--- src/rtl/prog_loader_pkg.sv ---
`default_nettype none
// ============================================================================
// Module  : prog_loader_pkg
// Purpose : Shared types and constants for the instruction-memory loader.
//           Holds the loader state encoding and the instruction word width.
// Ports   : none (package)
// Revision: 1.0 - initial release
// ============================================================================
package prog_loader_pkg;

  typedef enum logic [2:0] {
    S_CNT_HI = 3'd0,
    S_CNT_LO = 3'd1,
    S_DATA   = 3'd2,
    S_CHK    = 3'd3,
    S_DONE   = 3'd4,
    S_ERR    = 3'd5
  } state_e;

  localparam int INST_WORD_W = 32;

endpackage : prog_loader_pkg
`default_nettype wire

--- src/rtl/prog_loader_byte_packer.sv ---
`default_nettype none
// ============================================================================
// Module  : prog_loader_byte_packer
// Purpose : Packs a byte stream into big-endian instruction words. The first
//           byte of each group of four lands in the most significant byte.
// Ports   : clk, reset (async, active-low)
//           clear      - synchronous clear of the shift register and index
//           byte_valid - a byte is accepted this cycle
//           byte_data  - the accepted byte
//           word_valid - one-cycle strobe, fourth byte of a word accepted
//           word_data  - the completed word (valid with word_valid)
// Revision: 1.0 - initial release
// ============================================================================
module prog_loader_byte_packer
  import prog_loader_pkg::*;
(
  input  logic                   clk,
  input  logic                   reset,
  input  logic                   clear,
  input  logic                   byte_valid,
  input  logic [7:0]             byte_data,
  output logic                   word_valid,
  output logic [INST_WORD_W-1:0] word_data
);

  logic [INST_WORD_W-1:0] shift_q, shift_d;
  logic [1:0]             byte_idx_q, byte_idx_d;

  always_comb begin
    shift_d    = shift_q;
    byte_idx_d = byte_idx_q;
    if (clear) begin
      shift_d    = '0;
      byte_idx_d = 2'd0;
    end else if (byte_valid) begin
      shift_d    = {shift_q[INST_WORD_W-9:0], byte_data};
      byte_idx_d = byte_idx_q + 2'd1;  // wraps 3 -> 0 at each word boundary
    end
  end

  // The completed word is presented combinationally alongside the fourth
  // byte so the parent can register the RAM write with no extra stall.
  assign word_valid = byte_valid && !clear && (byte_idx_q == 2'd3);
  assign word_data  = {shift_q[INST_WORD_W-9:0], byte_data};

  always_ff @(posedge clk or negedge reset) begin
    if (!reset) begin
      shift_q    <= '0;
      byte_idx_q <= 2'd0;
    end else begin
      shift_q    <= shift_d;
      byte_idx_q <= byte_idx_d;
    end
  end

endmodule : prog_loader_byte_packer
`default_nettype wire

--- src/rtl/prog_loader.sv ---
`default_nettype none
// ============================================================================
// Module  : prog_loader
// Purpose : Writer side of the instruction RAM. Receives an image as a byte
//           stream (16-bit word count, big-endian words, XOR checksum byte),
//           writes each word at its word-aligned byte address and keeps the
//           CPU in reset until a complete image with a good checksum lands.
// Ports   : clk, reset (async, active-low), start (re-arm from DONE/ERR)
//           in_valid/in_data/in_ready - byte stream handshake
//           ram_we/ram_addr/ram_wdata - instruction RAM write port
//           cpu_hold, done, err       - status
// Revision: 1.0 - initial release
// ============================================================================
module prog_loader
  import prog_loader_pkg::*;
#(
  parameter int ADDR_W = 8
) (
  input  logic                   clk,
  input  logic                   reset,
  input  logic                   start,
  input  logic                   in_valid,
  input  logic [7:0]             in_data,
  output logic                   in_ready,
  output logic                   ram_we,
  output logic [31:0]            ram_addr,
  output logic [INST_WORD_W-1:0] ram_wdata,
  output logic                   cpu_hold,
  output logic                   done,
  output logic                   err
);

  // Largest legal image, in words, sized wide enough to hold 2^ADDR_W.
  localparam logic [16:0] MAX_WORDS = 17'd1 << ADDR_W;

  state_e                 state_q, state_d;
  logic [15:0]            count_q, count_d;
  // One extra bit so a full-depth image counts up to 2^ADDR_W without wrap.
  logic [ADDR_W:0]        word_idx_q, word_idx_d, word_idx_nxt;
  logic [7:0]             csum_q, csum_d;
  logic                   in_ready_q, in_ready_d;
  logic                   ram_we_q, ram_we_d;
  logic [31:0]            ram_addr_q, ram_addr_d;
  logic [INST_WORD_W-1:0] ram_wdata_q, ram_wdata_d;
  logic                   cpu_hold_q, cpu_hold_d;
  logic                   done_q, done_d;
  logic                   err_q, err_d;

  logic                   accept;
  logic                   pack_valid;
  logic                   pack_clear;
  logic                   word_valid;
  logic [INST_WORD_W-1:0] word_data;

  assign accept       = in_valid && in_ready_q;
  assign pack_valid   = accept && (state_q == S_DATA);
  assign word_idx_nxt = word_idx_q + {{ADDR_W{1'b0}}, 1'b1};

  prog_loader_byte_packer u_packer (
    .clk        (clk),
    .reset      (reset),
    .clear      (pack_clear),
    .byte_valid (pack_valid),
    .byte_data  (in_data),
    .word_valid (word_valid),
    .word_data  (word_data)
  );

  always_comb begin
    state_d     = state_q;
    count_d     = count_q;
    word_idx_d  = word_idx_q;
    csum_d      = csum_q;
    ram_we_d    = 1'b0;
    ram_addr_d  = ram_addr_q;
    ram_wdata_d = ram_wdata_q;
    pack_clear  = 1'b0;

    case (state_q)
      S_CNT_HI: begin
        if (accept) begin
          count_d = {in_data, count_q[7:0]};
          state_d = S_CNT_LO;
        end
      end
      S_CNT_LO: begin
        if (accept) begin
          count_d = {count_q[15:8], in_data};
          if ({1'b0, count_d} > MAX_WORDS) begin
            state_d = S_ERR;
          end else if (count_d == 16'd0) begin
            state_d = S_CHK;
          end else begin
            state_d = S_DATA;
          end
        end
      end
      S_DATA: begin
        if (accept) begin
          csum_d = csum_q ^ in_data;
        end
        if (word_valid) begin
          ram_we_d    = 1'b1;
          ram_addr_d  = 32'({word_idx_q[ADDR_W-1:0], 2'b00});
          ram_wdata_d = word_data;
          word_idx_d  = word_idx_nxt;
          if (17'(word_idx_nxt) == {1'b0, count_q}) begin
            state_d = S_CHK;
          end
        end
      end
      S_CHK: begin
        if (accept) begin
          state_d = (in_data == csum_q) ? S_DONE : S_ERR;
        end
      end
      S_DONE, S_ERR: begin
        if (start) begin
          state_d    = S_CNT_HI;
          count_d    = 16'd0;
          word_idx_d = '0;
          csum_d     = 8'd0;
          pack_clear = 1'b1;
        end
      end
      default: state_d = S_CNT_HI;
    endcase

    // Status outputs are derived from the next state so they register in
    // lockstep with the state itself.
    in_ready_d = (state_d != S_DONE) && (state_d != S_ERR);
    done_d     = (state_d == S_DONE);
    err_d      = (state_d == S_ERR);
    cpu_hold_d = (state_d != S_DONE);
  end

  always_ff @(posedge clk or negedge reset) begin
    if (!reset) begin
      state_q     <= S_CNT_HI;
      count_q     <= 16'd0;
      word_idx_q  <= '0;
      csum_q      <= 8'd0;
      in_ready_q  <= 1'b0;
      ram_we_q    <= 1'b0;
      ram_addr_q  <= 32'd0;
      ram_wdata_q <= '0;
      cpu_hold_q  <= 1'b1;
      done_q      <= 1'b0;
      err_q       <= 1'b0;
    end else begin
      state_q     <= state_d;
      count_q     <= count_d;
      word_idx_q  <= word_idx_d;
      csum_q      <= csum_d;
      in_ready_q  <= in_ready_d;
      ram_we_q    <= ram_we_d;
      ram_addr_q  <= ram_addr_d;
      ram_wdata_q <= ram_wdata_d;
      cpu_hold_q  <= cpu_hold_d;
      done_q      <= done_d;
      err_q       <= err_d;
    end
  end

  assign in_ready  = in_ready_q;
  assign ram_we    = ram_we_q;
  assign ram_addr  = ram_addr_q;
  assign ram_wdata = ram_wdata_q;
  assign cpu_hold  = cpu_hold_q;
  assign done      = done_q;
  assign err       = err_q;

endmodule : prog_loader
`default_nettype wire

--- config.mk ---
export PLATFORM = sky130hd
export DESIGN_NAME = prog_loader
export DESIGN_NICKNAME = d
export VERILOG_FILES = /design/src/rtl/prog_loader_pkg.sv /design/src/rtl/prog_loader_byte_packer.sv /design/src/rtl/prog_loader.sv
export SDC_FILE = /design/constraint.sdc
export NUM_CORES = 1
export LEC_CHECK = 0
export ABC_CLOCK_PERIOD_IN_PS = 2700
export CAP_MARGIN = 20
export CORE_MARGIN = 5
export CORE_UTILIZATION = 35
export DETAILED_ROUTE_END_ITERATION = 16
export PLACE_DENSITY = 0.6
export SYNTH_ARGS = -nofsm -noshare
export SYNTH_HDL_FRONTEND = slang
export SYNTH_SLANG_ARGS = --single-unit
--- constraint.sdc ---
create_clock -name clk -period 2.7 [get_ports clk]
set_clock_uncertainty 0.2 [all_clocks]
set_input_delay 0.54 -clock clk [delete_from_list [all_inputs] [get_ports clk]]
set_output_delay 0.54 -clock clk [all_outputs]
set_load 0.02 [all_outputs]
==> out/results.ini, run 1 <==
[floorplanning]
io_pins = 81
chipWidth_um = 129
dieArea_um2 = 16500
fp.coreArea_um2 = 13800
die_h_um = 129
initial_core_util = 0.356
rows = 43

[detailed_routing]
first_pass_iters = 5
wl_um = 11500
vias = 3942
drtAntennaViolNets = 0
drc = 0
drtIter0Drc = 312
wl_per_cell_um = 14.3
viasPerCell = 4.91

[grt]
grt_use_total = 0.144
grt_pass1_vias = 3907
gr-total-overflow = 0
grt_max_degree = 48
grt_pass1_wl_um = 19300
antenna_found_initial = 0

[clock_tree]
cts_hold_buf = 1
cts_tree = done
postCtsSetupBuffers = 0
numCtsBuffers = 9
htreeDepth = 3
cts-root-buf = clkbuf_16
cts_resized = 0
path_clk_slew_ns = 0.07
numClockSinks = 107
clk_path_buf_depth = 2
clock_latency_ns = 0.35

[logic_synthesis]
synth_top_area_cell = dfrtp_1
synth_top_family_by_area = simple AND/OR/NAND/NOR gates
synthArstFlopShare = 1.00
synth_top_area_frac = 0.539
synth_xor_area_frac = 0.0320
synth_edf_count = 0
yosysMostFrequentCell = nand2_1
ys_ff_latch = 107
synth_compound_area_frac = 0.0834
yosysWarnings = 0
ys.flop_type = dfrtp_1
syn_inst = 565
avgSynthCellArea_um2 = 8.71
synthSimpleGateAreaFrac = 0.256
synth_mux_area_frac = 0.00407
synthTopCellsByCount = 217 x nand2_1, 106 x dfrtp_1, 48 x o21ai_0
ys_seq_area_frac = 0.544
netlist_area_um2 = 4920
ys_types = 45
ys_top_cells_by_area = dfrtp_1 54%, nand2_1 17%, o21ai_0 4.9%
synth_fa_ha_area_frac = 0.00508

[run]
drv_cap = 0

[power]
p_switching_mw = 1.55
intPower_mw = 3.09
clkPwrFrac = 0.287
p_sw_frac = 0.334
total_leakage_power_nw = 2.93
seq_power_share = 0.464
irDropWorstVdd_mv = 0.392
combPwrFrac = 0.249
powerDensity_nw_per_um2 = 780

[timing]
finalCritPeriodShare = 0.880
fmax_mhz = 421
min_period_ns = 2.38
finalSetupTns_ns = 0
rsz0062_at_grt = no
final_hold_viol_count = 0
tightest_slew_ns = 0.599
hold_slack_ns = 0.273
maxSlewViolCount = 0
relSlewSlack = 0.601
setup_viol = 0

[layout]
fin_util = 0.430
area_delta_synth_final_pct = 20.8
layout-drive-gt1-share = 0.0770
final_nets = 632
n_antenna_cell = 0

[critical_path]
start_kind = primary input
cp.required_ns = 2.74
cp_max_fo = 4
critPathKind = primary input to register
cp-end-kind = register
cp_data_arrival_time_ns = 2.42

[placement]
portBuffers = 56
place.gp.congestion = 0.894
dpl.hpwl_um = 7940

[status]
status = complete, no violations

[min_path]
hp-class = register to register

[power by group through the flow]
stage	logic (mW)	registers, mW	clock network, mW
after global routing	1.30	2.19	1.42
after CTS	1.16	2.14	1.37
after floorplan	0.856	2.11	0
after detailed placement	1.15	2.17	0
after global placement	1.13	2.16	0
final	1.16	2.15	1.33
[worst paths after layout]
path / endpoint / from / cells past startpoint / slack (ns)
setup / recovery: state_q[0] / in_data[3] / 6 / 0.32
hold / removal: ram_wdata[24] / u_packer.shift_q[16] / 2 / 0.27
setup reg to reg: state_q[0] / word_idx_q[0] / 6 / 0.42
hold reg to reg: ram_wdata[24] / u_packer.shift_q[16] / 2 / 0.27
max in group asynchronous: count_q[8] / reset / 3 / 1.08
min in group asynchronous: ram_wdata[25] / reset / 2 / 0.49
[layout make-up]
type / instances / area (µm²)
well taps: 180 / 225
clock inverters: 7 / 76.3
clock buffers: 9 / 225
flip-flops and latches: 107 / 2680
inverters: 5 / 20.0
repair buffers: 79 / 758
multi-input cells: 416 / 1960
fillers: 1346 / 7880
[worst max-delay path, cell delays in order]
cell             delay, ns
clkdlybuf4s50_1       0.48
nor4_2                0.41
nand3_1               0.14
a2111oi_2             0.38
o22ai_1               0.21
a41o_1                0.25
[through the flow]
step,instances,worst slack (ns),power (mW),cell area (µm²)
2_1_floorplan,588,0.553,2.97,5010
3_3_place_gp,786,0.0681,3.29,5630
3_5_place_dp,786,0.0135,3.32,5630
4_1_cts,803,0.380,4.68,5950
5_1_grt,803,0.241,4.92,5950
6_report,803,0.324,4.64,5950
[state kept, by name, summed over array words and instances (netlist names)]
name / cells
ram_addr: 8
csum_q: 8
done: 1
count_q: 16
ram_wdata: 32
cpu_hold: 1
u_packer.byte_idx_q: 2
in_ready: 1
word_idx_q: 9
ram_we: 1
state_q: 3
u_packer.shift_q: 24
err: 1
[layer usage]
metal / track usage / wire length [µm] / up-vias
met4: 0.0587 / 293 / 0
met3: 0.0291 / 611 / 21
met5: 0 / 0 / -
met1: 0.202 / 5300 / 1906
met2: 0.219 / 5290 / 129
li1: - / - / 1886
[logic make-up after synthesis]
kind of cell	count (synthesis)
mux	2
flops	107
fa+ha+maj	2
other cells	1
compound gates	71
simple gates	299
buf+inv	65
xor+xnor	18
[cell usage in the layout (no fill, tap or decap), drive strengths merged, types with 4 or more instances in the layout]
master         Yosys  routed
nand2            218     218
dfrtp            106     106
clkdlybuf4s50      0      55
o21ai             48      48
nand3             33      33
conb               1      24
buf               39      23
nor2              21      21
xnor2             14      14
a21oi              9       9
clkbuf            21       9
inv                4       5
nor4               5       5
xor2               4       4
clkinv             1       4
Note: power is estimated with default switching activity, not from simulation.
==> inputs of run 2 (changes only) <==
--- a/config.mk
+++ b/config.mk
@@ -11,6 +11,7 @@
 export CORE_UTILIZATION = 35
 export DETAILED_ROUTE_END_ITERATION = 16
 export PLACE_DENSITY = 0.6
+export SLEW_MARGIN = 5
 export SYNTH_ARGS = -nofsm -noshare
 export SYNTH_HDL_FRONTEND = slang
 export SYNTH_SLANG_ARGS = --single-unit
==> results of run 2 <==
No change in the layout: final DEF, timing and power equal those of run 1.
==> inputs of run 3 (changes only) <==
==> constraint.sdc (replaced) <==
create_clock -name clk -period 2.7 [get_ports clk]
set_clock_uncertainty 0.2 [all_clocks]
set_input_delay 0.54 -clock clk [delete_from_list [all_inputs] [get_ports clk]]
set_output_delay 0.54 -clock clk [all_outputs]
set_load 0.1 [all_outputs]
==> run 3 against run 2 <==
  * Die area stayed put
  * Hold slack gained 0.0020 ns
  * Combinational power is 22% higher
  * Clock power fell by 5%
  * Fmax rose by 1.9%
  * Critical path depth unchanged
  * Final cell count is the same
  * Cell area fell by 2.1%
  * Largest power group unchanged
  * Highest routed layer unchanged
==> out/results.ini, run 3 (synthesis gave the netlist of run 1 again) <==
[floorplanning]
die_h_um = 129  ; unchanged
initial_core_util = 0.356  ; unchanged
io_pins = 81  ; unchanged
chipWidth_um = 129  ; unchanged
rows = 43  ; unchanged
fp.coreArea_um2 = 13800  ; unchanged
dieArea_um2 = 16500  ; unchanged

[grt]
grt_max_degree = 49  ; +2.1%
antenna_found_initial = 0  ; unchanged
grt_pass1_wl_um = 19200  ; -0.72%
gr-total-overflow = 0  ; unchanged
grt_use_total = 0.145  ; +0.00108
grt_pass1_vias = 3848  ; -1.5%

[layout]
area_delta_synth_final_pct = 18.2
multi_input_area_um2 = 1960  ; unchanged
final_cell_mix = 217 x nand2_1, 106 x dfrtp_1, 66 x buf_4, 48 x o21ai_0, 33 x nand3_1
n_antenna_cell = 0  ; unchanged
fillers = 1404  ; +4.3%
final_nets = 632  ; unchanged
regArea_um2 = 2680  ; unchanged
largest_register_ffs = 32  ; unchanged
design_area_um2 = 5820  ; -2.1%
fin_util = 0.421  ; -0.00923
layout_commonest_cell = nand2_1
layout-drive-gt1-share = 0.149  ; +0.0722

[clock_tree]
cts_resized = 0  ; unchanged
cts_tree = done
htreeDepth = 3  ; unchanged
path_clk_slew_ns = 0.07  ; about the same
numCtsBuffers = 9  ; unchanged
cts_hold_buf = 1  ; unchanged
clk_path_buf_depth = 2  ; unchanged
clock_latency_ns = 0.34  ; about the same
cts-root-buf = clkbuf_16
postCtsSetupBuffers = 0  ; unchanged
numClockSinks = 107  ; unchanged

[critical_path]
cp.required_ns = 2.74  ; about the same
reg2reg_slack_ns = 0.45  ; +0.03 ns
cp_max_fo = 4  ; unchanged
r2r_cells = 6  ; unchanged
start_kind = primary input
critPathMaxStageDelay_ns = 0.43  ; -0.05 ns
reg2reg_to = state_q[0]
cp_data_arrival_time_ns = 2.37  ; -0.05 ns
cp-end-kind = register
crit_slowest_cell = clkdlybuf4s50_1
crit_end = state_q[0]
critPathKind = primary input to register
cp_cell_sequence = clkdlybuf4s50_1, nor4_2, nand3_1, a2111oi_2, o22ai_1, a41o_1
cp-startpoint = in_data[7]
reg2reg_from = word_idx_q[0]

[timing]
setup_slack_ns = 0.368  ; +0.0435 ns
relSlewSlack = 0.599  ; -0.00206
finalSetupTns_ns = 0  ; unchanged
setup_viol = 0  ; unchanged
tightest_slew_ns = 0.602  ; +0.00309 ns
final_hold_viol_count = 0  ; unchanged
rsz0062_at_grt = no
min_period_ns = 2.33  ; -0.0435 ns
maxSlewViolCount = 0  ; unchanged
fmax_mhz = 429  ; +1.9%
finalCritPeriodShare = 0.864  ; -0.0161

[status]
status = complete, no violations

[power]
p_total_mw = 4.83  ; +4.1%
total_leakage_power_nw = 3.02  ; +2.9%
irDropWorstVdd_mv = 0.373  ; -4.8%
powerDensity_nw_per_um2 = 830  ; +6.4%

[placement]
dpl.hpwl_um = 8200  ; +3.2%
portBuffers = 56  ; unchanged
placed_area_um2 = 5520  ; -2.0%
place.gp.congestion = 0.942  ; +5.4%
preCtsSetupSlack_ns = -0.00349  ; -0.0170 ns

[detailed_routing]
first_pass_iters = 5  ; unchanged
drc = 0  ; unchanged
drtIter0Drc = 299  ; -4.2%
drtAntennaViolNets = 0  ; unchanged
wl_per_cell_um = 14.4  ; +0.23%
viasPerCell = 4.84  ; -1.4%
wl_um = 11500  ; +0.23%
vias = 3886  ; -1.4%

[min_path]
hp-class = register to register

[run]
drv_cap = 0  ; unchanged

==> run 3: changes by cell type in the layout (fill, tap and decap cells not counted) <==
cell             delta
inv_6               +2
clkinv_4            -1
clkbuf_8            +1
buf_4              +45
clkdlybuf4s50_1    -45
clkinvlp_4          -1
bufinv_16           -1
==> run 3: power by group <==
| group | switching (mW) | internal (mW) | leakage (nW) |
|---|---|---|---|
| combinational | 0.954 | 0.467 | 1.41 |
| sequential | 0.255 | 1.89 | 1.46 |
| clock | 0.601 | 0.661 | 0.140 |
==> run 3: how the worst min path moves through the flow <==
| stage | start | endpoint | slack [ns] | depth (start not counted) |
|---|---|---|---|---|
| 6_report | ram_addr[4] | ram_addr[4] | 0.28 | 2 |
| 5_1_grt | ram_wdata[1] | ram_wdata[1] | 0.30 | 2 |
| 4_1_cts | ram_addr[3] | ram_addr[3] | 0.28 | 2 |
| 3_5_place_dp | ram_wdata[3] | ram_wdata[3] | 0.26 | 2 |
| 3_3_place_gp | u_packer.shift_q[21] | ram_wdata[29] | 0.26 | 2 |
| 2_1_floorplan | reset | count_q[0] | 0.04 | 0 |
==> run 3: layer usage <==
layer	global-route usage	part of all wire	vias to the layer above
met1	0.197	0.46	1877
met3	0.0270	0.044	18
li1	-	-	1892
met5	0	0	-
met4	0.0537	0.020	0
met2	0.232	0.48	99
==> run 3: worst max-delay path, delay by kind of cell <==
family,cells,cell delay [ns]
AOI/OAI and AO/OA,3,0.83
buffers and inverters,1,0.43
and+or+nand+nor,2,0.57
==> run 3: final cells by class <==
cell class	count	area share
clock inverter	6	0.00817
sequential	107	0.460
multi-input combinational	416	0.337
timing repair buffer	79	0.111
tap	180	0.0387
inverter	5	0.00344
clock buffer	10	0.0411
==> run 3: through the flow <==
stage	instances	hold slack (ns)
2_1_floorplan	588	0.0444
3_3_place_gp	786	0.263
3_5_place_dp	786	0.264
4_1_cts	803	0.283
5_1_grt	803	0.300
6_report	803	0.275
